## config.mk

```make
export PLATFORM = sky130hd
export DESIGN_NAME = mac_tx_fifo_ctrl_flat
export DESIGN_NICKNAME = d
export VERILOG_FILES = /design/src/rtl/mac_tx_pkg.sv /design/src/rtl/mac_tx_fifo_ctrl_if.sv /design/src/rtl/mac_tx_len_queue.sv /design/src/rtl/mac_tx_fifo_ctrl.sv /design/src/flat_wrapper.sv
export SDC_FILE = /design/constraint.sdc
export NUM_CORES = 1
export LEC_CHECK = 0
export CORE_UTILIZATION = 52
export DETAILED_ROUTE_END_ITERATION = 16
export PLACE_DENSITY = 0.81
export SYNTH_ARGS = -nofsm -noshare
export SYNTH_HDL_FRONTEND = slang
export SYNTH_SLANG_ARGS = --single-unit
export TNS_END_PERCENT = 100
```

## constraint.sdc

```tcl
create_clock -name clock -period 2.3 [get_ports clock]
set_input_delay 0.46 -clock clock [delete_from_list [all_inputs] [get_ports clock]]
set_output_delay 0.46 -clock clock [all_outputs]
set_load 0.02 [all_outputs]
```

## src/rtl/mac_tx_pkg.sv

```systemverilog
// mac_tx_pkg: shared FSM state encoding and MII framing constants for the TX FIFO read scheduler.
package mac_tx_pkg;

   localparam int unsigned PREAMBLE_NIBBLES = 15;
   localparam logic [3:0]  PREAMBLE_NIBBLE  = 4'h5;
   localparam logic [3:0]  SFD_NIBBLE       = 4'hD;

   typedef enum logic [2:0] {
      ST_IDLE,
      ST_PREAMBLE,
      ST_SFD,
      ST_DATA,
      ST_ABORT,
      ST_DRAIN,
      ST_IFG
   } tx_state_t;

endpackage

```

## src/rtl/mac_tx_fifo_ctrl_if.sv

```systemverilog
// mac_tx_fifo_ctrl_if: commit/FIFO/MII/status bundle of the TX FIFO read scheduler.
// Optional MAC_TX_CTRL_STATS_EN adds the frames_sent/underruns counters.
interface mac_tx_fifo_ctrl_if #(
   parameter int unsigned LEN_WIDTH = 12
);
   logic                 frame_commit;
   logic [LEN_WIDTH-1:0] frame_length;
   logic                 queue_full;
   logic                 fifo_empty;
   logic [3:0]           fifo_data;
   logic                 fifo_read_enable;
   logic [3:0]           tx_data;
   logic                 tx_enable;
   logic                 tx_error;
   logic                 busy;
   logic                 status_clear;
   logic                 underrun;
   logic                 overflow;
`ifdef MAC_TX_CTRL_STATS_EN
   logic [15:0]          frames_sent;
   logic [15:0]          underruns;
`endif

   // Scheduler side.
   modport master (
      input  frame_commit, frame_length, fifo_empty, fifo_data, status_clear,
`ifdef MAC_TX_CTRL_STATS_EN
      output frames_sent, underruns,
`endif
      output queue_full, fifo_read_enable, tx_data, tx_enable, tx_error,
             busy, underrun, overflow
   );

   // Environment side: FIFO write logic, MII pins, host status.
   modport slave (
      output frame_commit, frame_length, fifo_empty, fifo_data, status_clear,
`ifdef MAC_TX_CTRL_STATS_EN
      input  frames_sent, underruns,
`endif
      input  queue_full, fifo_read_enable, tx_data, tx_enable, tx_error,
             busy, underrun, overflow
   );

endinterface

```

## src/rtl/mac_tx_len_queue.sv

```systemverilog
// mac_tx_len_queue: small synchronous FIFO of committed frame lengths with full/empty flags.
module mac_tx_len_queue #(
   parameter int unsigned WIDTH = 12,
   parameter int unsigned DEPTH = 4
) (
   input  logic             clock,
   input  logic             reset_n,
   input  logic             push,
   input  logic [WIDTH-1:0] push_data,
   input  logic             pop,
   output logic [WIDTH-1:0] pop_data,
   output logic             full,
   output logic             empty
);

   localparam int unsigned AW = (DEPTH > 1) ? $clog2(DEPTH) : 1;

   logic [WIDTH-1:0] mem [DEPTH];
   logic [AW-1:0]    wr_ptr;
   logic [AW-1:0]    rd_ptr;
   logic [AW:0]      count;

   assign full     = (count == (AW+1)'(DEPTH));
   assign empty    = (count == '0);
   assign pop_data = mem[rd_ptr];

   // Length storage; no reset needed, occupancy is tracked by count.
   always_ff @(posedge clock) begin
      if (push) begin
         mem[wr_ptr] <= push_data;
      end
   end

   // Pointer and occupancy update; simultaneous push and pop keep the count.
   always_ff @(posedge clock) begin
      if (!reset_n) begin
         wr_ptr <= '0;
         rd_ptr <= '0;
         count  <= '0;
      end else begin
         if (push) wr_ptr <= wr_ptr + AW'(1);
         if (pop)  rd_ptr <= rd_ptr + AW'(1);
         case ({push, pop})
            2'b10:   count <= count + (AW+1)'(1);
            2'b01:   count <= count - (AW+1)'(1);
            default: count <= count;
         endcase
      end
   end

endmodule

```

## src/rtl/mac_tx_fifo_ctrl.sv

```systemverilog
// mac_tx_fifo_ctrl: MAC TX nibble FIFO read scheduler. Sends preamble, SFD, frame data and IFG
// to the MII; aborts on FIFO underrun and drains the rest of the frame.
// Optional MAC_TX_CTRL_STATS_EN adds saturating frames_sent/underruns counters.
module mac_tx_fifo_ctrl #(
   parameter int unsigned LEN_WIDTH       = 12,
   parameter int unsigned LEN_QUEUE_DEPTH = 4,
   parameter int unsigned IFG_NIBBLES     = 24
) (
   input  logic               clock,
   input  logic               reset_n,
   mac_tx_fifo_ctrl_if.master bus
);
   import mac_tx_pkg::*;

   localparam int unsigned CNT_W = $clog2(IFG_NIBBLES + PREAMBLE_NIBBLES + 1);

   tx_state_t            state, state_next;
   logic [LEN_WIDTH-1:0] rem, rem_next;
   logic [CNT_W-1:0]     cnt, cnt_next;
   logic [LEN_WIDTH-1:0] q_head;
   logic                 q_full, q_empty, q_push, q_pop;
   logic                 commit_valid, overflow_evt, abort_evt, start_ok, rd;
   logic                 underrun_q, overflow_q;

   assign commit_valid = bus.frame_commit && (bus.frame_length != '0);
   assign q_push       = commit_valid && (!q_full || q_pop);
   assign overflow_evt = commit_valid && q_full && !q_pop;
   assign start_ok     = !q_empty && !bus.fifo_empty;

   mac_tx_len_queue #(
      .WIDTH (LEN_WIDTH),
      .DEPTH (LEN_QUEUE_DEPTH)
   ) u_len_queue (
      .clock     (clock),
      .reset_n   (reset_n),
      .push      (q_push),
      .push_data (bus.frame_length),
      .pop       (q_pop),
      .pop_data  (q_head),
      .full      (q_full),
      .empty     (q_empty)
   );

   // State, remaining-length and preamble/IFG counter registers.
   always_ff @(posedge clock) begin
      if (!reset_n) begin
         state <= ST_IDLE;
         rem   <= '0;
         cnt   <= '0;
      end else begin
         state <= state_next;
         rem   <= rem_next;
         cnt   <= cnt_next;
      end
   end

   // Next-state, FIFO pop and MII output decode.
   always_comb begin
      state_next = state;
      rem_next   = rem;
      cnt_next   = cnt;
      q_pop      = 1'b0;
      rd         = 1'b0;
      abort_evt  = 1'b0;
      bus.tx_data   = '0;
      bus.tx_enable = 1'b0;
      bus.tx_error  = 1'b0;
      case (state)
         ST_IDLE: begin
            if (start_ok) begin
               q_pop      = 1'b1;
               rem_next   = q_head;
               cnt_next   = '0;
               state_next = ST_PREAMBLE;
            end
         end
         ST_PREAMBLE: begin
            bus.tx_enable = 1'b1;
            bus.tx_data   = PREAMBLE_NIBBLE;
            if (cnt == CNT_W'(PREAMBLE_NIBBLES - 1)) begin
               cnt_next   = '0;
               state_next = ST_SFD;
            end else begin
               cnt_next = cnt + CNT_W'(1);
            end
         end
         ST_SFD: begin
            bus.tx_enable = 1'b1;
            bus.tx_data   = SFD_NIBBLE;
            if (!bus.fifo_empty) begin
               rd         = 1'b1;
               rem_next   = rem - LEN_WIDTH'(1);
               state_next = ST_DATA;
            end else begin
               abort_evt  = 1'b1;
               state_next = ST_ABORT;
            end
         end
         ST_DATA: begin
            bus.tx_enable = 1'b1;
            bus.tx_data   = bus.fifo_data;
            if (rem == '0) begin
               cnt_next   = '0;
               state_next = ST_IFG;
            end else if (!bus.fifo_empty) begin
               rd       = 1'b1;
               rem_next = rem - LEN_WIDTH'(1);
            end else begin
               abort_evt  = 1'b1;
               state_next = ST_ABORT;
            end
         end
         ST_ABORT: begin
            bus.tx_enable = 1'b1;
            bus.tx_error  = 1'b1;
            state_next    = ST_DRAIN;
         end
         ST_DRAIN: begin
            if (rem == '0) begin
               cnt_next   = '0;
               state_next = ST_IFG;
            end else if (!bus.fifo_empty) begin
               rd       = 1'b1;
               rem_next = rem - LEN_WIDTH'(1);
            end
         end
         ST_IFG: begin
            // Last gap cycle performs the IDLE start check itself, so a queued frame's
            // preamble follows the gap directly instead of after an extra IDLE cycle.
            if (cnt == CNT_W'(IFG_NIBBLES - 1)) begin
               cnt_next = '0;
               if (start_ok) begin
                  q_pop      = 1'b1;
                  rem_next   = q_head;
                  state_next = ST_PREAMBLE;
               end else begin
                  state_next = ST_IDLE;
               end
            end else begin
               cnt_next = cnt + CNT_W'(1);
            end
         end
         default: state_next = ST_IDLE;
      endcase
   end

   // Sticky status bits; a set event wins over status_clear.
   always_ff @(posedge clock) begin
      if (!reset_n) begin
         underrun_q <= 1'b0;
         overflow_q <= 1'b0;
      end else begin
         if (abort_evt)             underrun_q <= 1'b1;
         else if (bus.status_clear) underrun_q <= 1'b0;
         if (overflow_evt)          overflow_q <= 1'b1;
         else if (bus.status_clear) overflow_q <= 1'b0;
      end
   end

   assign bus.fifo_read_enable = rd;
   assign bus.queue_full       = q_full;
   assign bus.busy             = (state != ST_IDLE);
   assign bus.underrun         = underrun_q;
   assign bus.overflow         = overflow_q;

`ifdef MAC_TX_CTRL_STATS_EN
   logic        frame_done;
   logic [15:0] frames_sent_q, underruns_q;

   assign frame_done = (state == ST_DATA) && (rem == '0);

   // Saturating statistics; a clear coinciding with an event leaves a count of one.
   always_ff @(posedge clock) begin
      if (!reset_n) begin
         frames_sent_q <= '0;
         underruns_q   <= '0;
      end else begin
         if (bus.status_clear)                           frames_sent_q <= {15'd0, frame_done};
         else if (frame_done && (frames_sent_q != '1))   frames_sent_q <= frames_sent_q + 16'd1;
         if (bus.status_clear)                           underruns_q   <= {15'd0, abort_evt};
         else if (abort_evt && (underruns_q != '1))      underruns_q   <= underruns_q + 16'd1;
      end
   end

   assign bus.frames_sent = frames_sent_q;
   assign bus.underruns   = underruns_q;
`endif

endmodule

```

## src/flat_wrapper.sv

```systemverilog
// flat-port wrapper written by rule: the top's interface ports become plain ports
module mac_tx_fifo_ctrl_flat import mac_tx_pkg::*;
#(
   parameter int unsigned LEN_WIDTH       = 12,
   parameter int unsigned LEN_QUEUE_DEPTH = 4,
   parameter int unsigned IFG_NIBBLES     = 24
)
  (clock, reset_n, bus_frame_commit, bus_frame_length, bus_fifo_empty, bus_fifo_data, bus_status_clear, bus_queue_full, bus_fifo_read_enable, bus_tx_data, bus_tx_enable, bus_tx_error, bus_busy, bus_underrun, bus_overflow);
  mac_tx_fifo_ctrl_if #(.LEN_WIDTH(LEN_WIDTH)) bus_i ();
  input  logic clock;
  input  logic reset_n;
  input wire logic [$bits(bus_i.frame_commit)-1:0] bus_frame_commit;
  input wire logic [$bits(bus_i.frame_length)-1:0] bus_frame_length;
  input wire logic [$bits(bus_i.fifo_empty)-1:0] bus_fifo_empty;
  input wire logic [$bits(bus_i.fifo_data)-1:0] bus_fifo_data;
  input wire logic [$bits(bus_i.status_clear)-1:0] bus_status_clear;
  output wire logic [$bits(bus_i.queue_full)-1:0] bus_queue_full;
  output wire logic [$bits(bus_i.fifo_read_enable)-1:0] bus_fifo_read_enable;
  output wire logic [$bits(bus_i.tx_data)-1:0] bus_tx_data;
  output wire logic [$bits(bus_i.tx_enable)-1:0] bus_tx_enable;
  output wire logic [$bits(bus_i.tx_error)-1:0] bus_tx_error;
  output wire logic [$bits(bus_i.busy)-1:0] bus_busy;
  output wire logic [$bits(bus_i.underrun)-1:0] bus_underrun;
  output wire logic [$bits(bus_i.overflow)-1:0] bus_overflow;
  assign bus_i.frame_commit = bus_frame_commit;
  assign bus_i.frame_length = bus_frame_length;
  assign bus_i.fifo_empty = bus_fifo_empty;
  assign bus_i.fifo_data = bus_fifo_data;
  assign bus_i.status_clear = bus_status_clear;
  assign bus_queue_full = bus_i.queue_full;
  assign bus_fifo_read_enable = bus_i.fifo_read_enable;
  assign bus_tx_data = bus_i.tx_data;
  assign bus_tx_enable = bus_i.tx_enable;
  assign bus_tx_error = bus_i.tx_error;
  assign bus_busy = bus_i.busy;
  assign bus_underrun = bus_i.underrun;
  assign bus_overflow = bus_i.overflow;
  mac_tx_fifo_ctrl #(.LEN_WIDTH(LEN_WIDTH), .LEN_QUEUE_DEPTH(LEN_QUEUE_DEPTH), .IFG_NIBBLES(IFG_NIBBLES)) u_core (.clock(clock), .reset_n(reset_n), .bus(bus_i));
endmodule
```

==> impl_metrics.py <==
metrics = {
    "run_status": {
        "status": "complete, but fails checks",
        "violations": "setup timing",
    },
    "global_route": {
        "overflow": 0,
        "grt_pass1_vias": 3101,
        "track_usage_pct": 24.2,
        "antenna_found_initial": 0,
        "grt_pass1_wl_um": 15300,
        "grt_max_degree": 31,
    },
    "synth": {
        "synth.top_cell.area_share_pct": 36.0,
        "synth_area_leaders": "edfxtp_1 (36%), dfxtp_1 (16%), mux4_2 (6.8%)",
        "ys_seq_area_share_pct": 52.0,
        "async_flop_share_pct": 0,
        "yosys_warnings": 0,
        "syn_area_um2": 4000,
        "synthCells": 339,
        "syn_avg_cell_area_um2": 11.8,
        "synth_ff_type": "edfxtp_1",
        "synthTopCellsByCount": "edfxtp_1 (48), dfxtp_1 (32), nand2_1 (26), nor2_1 (26), a21oi_1 (16)",
        "synth_edf_count": 48,
        "synth.distinct_cells": 71,
        "synth.most_common_cell": "edfxtp_1",
        "syn-num-nets": 368,
        "ys_ff_latch": 80,
        "synth_largest_area_cell": "edfxtp_1",
    },
    "timing": {
        "final-max-slew-violation-count": 0,
        "skew_ps": 15.2,
        "rsz0062_at_grt": "true",
        "setup_tns_ps": -105,
        "whs_ps": 349,
        "relSlewSlack_pct": 70.1,
        "tightest_slew_ps": 445,
        "hold_viol": 0,
        "fmax_mhz": 416,
        "final.min_clock_period_ps": 2410,
        "setup_ws_ps": -105,
        "setup_viol": 1,
        "min_period_over_period_pct": 105,
    },
    "power": {
        "p_per_area_nw_per_um2": 1290,
        "p_leak_nw": 1.94,
        "p_clk_share_pct": 18.4,
        "switching_share_pct": 39.0,
        "power.internal_mw": 4.02,
        "p_sw_mw": 2.57,
        "vdd_ir_drop_max_v": 0.000816,
        "p_comb_share_pct": 51.6,
        "p_seq_share_pct": 30.0,
    },
    "placement": {
        "dpl.hpwl_um": 6310,
        "portBuffers": 31,
        "gp_congestion": 0.910,
    },
    "floorplanning": {
        "die_area_um2": 8050,
        "rows": 31,
        "core_um2": 7330,
        "ioPinCount": 32,
        "start_util_pct": 54.6,
        "die_h_um": 89.7,
        "fp.dieW_um": 89.7,
    },
    "drt": {
        "drt_wl_total_um": 9150,
        "drt_iter0_markers": 334,
        "vias": 3125,
        "drc": 0,
        "wire_per_inst_um": 17.4,
        "antenna_violating_nets_post_route": 0,
        "viasPerCell": 5.94,
        "dr.pass1.iters": 5,
    },
    "setup_path": {
        "cp.required_ps": 1840,
        "crit_fanout": 2,
        "crit_chain": "inv_2, ha_4, or4b_4, nor3_4, a21oi_2, and2_1, buf_6",
        "max_stage_delay_ps": 470,
        "crit_type": "flip-flop to output port",
        "arrival_ps": 1950,
        "worstSetupEndpointType": "output port",
        "crit_slowest_cell": "or4b_4",
        "cp-start-kind": "flip-flop",
    },
    "clocking": {
        "cts_buffer_depth": 2,
        "cts_buffers": 9,
        "clk_pin_slew_worst_paths_ps": 100,
        "cts_root_buf": "clkbuf_8",
        "clkLatencyLatePin_ps": 360,
        "clkSinkCount": 80,
        "cts_tree": "done",
        "cts_max_level": 3,
    },
    "hold_path": {
        "hp-class": "primary input to flip-flop",
    },
    "final_layout": {
        "diodes": 0,
        "nFillCells": 502,
        "nets": 451,
        "final-seq-area_um2": 2090,
        "layout-drive-gt1-share_pct": 31.1,
        "area_growth_pct": 27.3,
        "multi_input_area_um2": 1790,
    },
    "run": {
        "maxCapViolCount": 0,
    },
}
## layout by cell type, fill, tap and decap left out, types with 4 or more instances in the layout
| cell type | instances |
|---|---|
| a211oi_1 | 4 |
| a21oi_1 | 15 |
| and2_1 | 8 |
| buf_12 | 4 |
| buf_4 | 57 |
| clkbuf_8 | 9 |
| clkdlybuf4s50_1 | 15 |
| dfxtp_1 | 27 |
| dlygate4sd2_1 | 10 |
| edfxtp_1 | 48 |
| ha_1 | 6 |
| inv_1 | 10 |
| mux2i_1 | 4 |
| mux4_2 | 12 |
| nand2_1 | 26 |
| nand3_1 | 6 |
| nor2_1 | 24 |
| nor3_1 | 10 |
| o21a_1 | 4 |
| o21ai_0 | 13 |
| o311ai_0 | 6 |
| o31ai_1 | 10 |
| or4_4 | 4 |
## area by class of cell
class,instances,area share (%)
inverters,13,0.958
multi-input cells,226,35.1
well taps,99,2.43
repair buffers,92,15.9
clock buffers,9,2.43
clock inverters,7,2.09
flip-flops and latches,80,41.1
## what timing repair did
| item | 4_1_cts | 5_1_grt |
|---|---|---|
| resized for setup | 34 | 11 |
| hold buffers | 0 | 0 |
| setup endpoints to repair | 35 | 9 |
| endpoints found under the hold margin | 0 | 0 |
| pin swaps | 11 | 5 |
| buffers inserted | 6 | 0 |
## worst max-delay path: cells and delay by family (launching register included)
| family | cells | cell delay, ps |
|---|---|---|
| AOI/OAI and AO/OA | 1 | 100 |
| DFF | 1 | 340 |
| buffers and inverters | 2 | 200 |
| and+or+nand+nor | 3 | 820 |
| adders and majority gates | 1 | 140 |
## registers in the layout (all words and copies together), names as in the netlist, named ones only
register                   count
u_core.u_len_queue.mem        48
u_core.rem                    12
u_core.cnt                     6
u_core.state                   3
u_core.u_len_queue.count       3
u_core.u_len_queue.rd_ptr      2
u_core.u_len_queue.wr_ptr      2
u_core.bus.overflow            1
u_core.bus.underrun            1
## layer usage
layer,part of all wire (%),vias up,track usage [%]
met5,0,-,0
met4,1.8,0,9.15
met3,6.6,15,4.40
met2,50,130,39.9
met1,41,1514,31.8
li1,-,1466,-
## per-stage QoR
stage	setup WS (ps)	total power, mW	util (%)	area [µm²]	cells
finish	-105	6.59	69.5	5090	526
global route	-152	6.93	69.5	5090	526
CTS	-72.0	6.51	69.2	5080	526
detailed placement	-700	5.17	65.0	4760	504
global placement	-608	5.06	65.0	4760	504
floorplan	-36.8	4.01	-	4020	339
## kinds of logic (layout without fill, tap and decap cells)
| logic type | count (synthesis) | after routing | share of synthesized area, % |
|---|---|---|---|
| simple gates | 115 | 115 | 16.2 |
| xor+xnor | 4 | 4 | 0.876 |
| flops | 80 | 80 | 52.0 |
| compound gates | 83 | 83 | 15.3 |
| fa+ha+maj | 8 | 8 | 2.69 |
| buf+inv | 33 | 121 | 5.07 |
| mux | 16 | 16 | 7.76 |
## final timing paths
check,from,to,slack [ps],depth (start not counted)
hold reg to reg,u_core.cnt[5]$_SDFFE_PN0P_,u_core.cnt[5]$_SDFFE_PN0P_,510,2
setup reg to reg,u_core.rem[1]$_SDFFE_PN0P_,u_core.rem[6]$_SDFFE_PN0P_,100,9
hold / removal,bus_frame_length[5],u_core.u_len_queue.mem[0][5]$_DFFE_PP_,350,1
setup / recovery,u_core.rem[1]$_SDFFE_PN0P_,bus_fifo_read_enable,-110,7
## power groups by stage
stage	Combinational (mW)	Clock, mW	Sequential (mW)
after CTS	3.34	1.21	1.96
after detailed placement	3.19	0	1.98
after floorplan	2.06	0	1.95
after global routing	3.64	1.28	2.01
after global placement	3.10	0	1.96
final	3.40	1.21	1.97
Power figures use the tool's default switching activity.
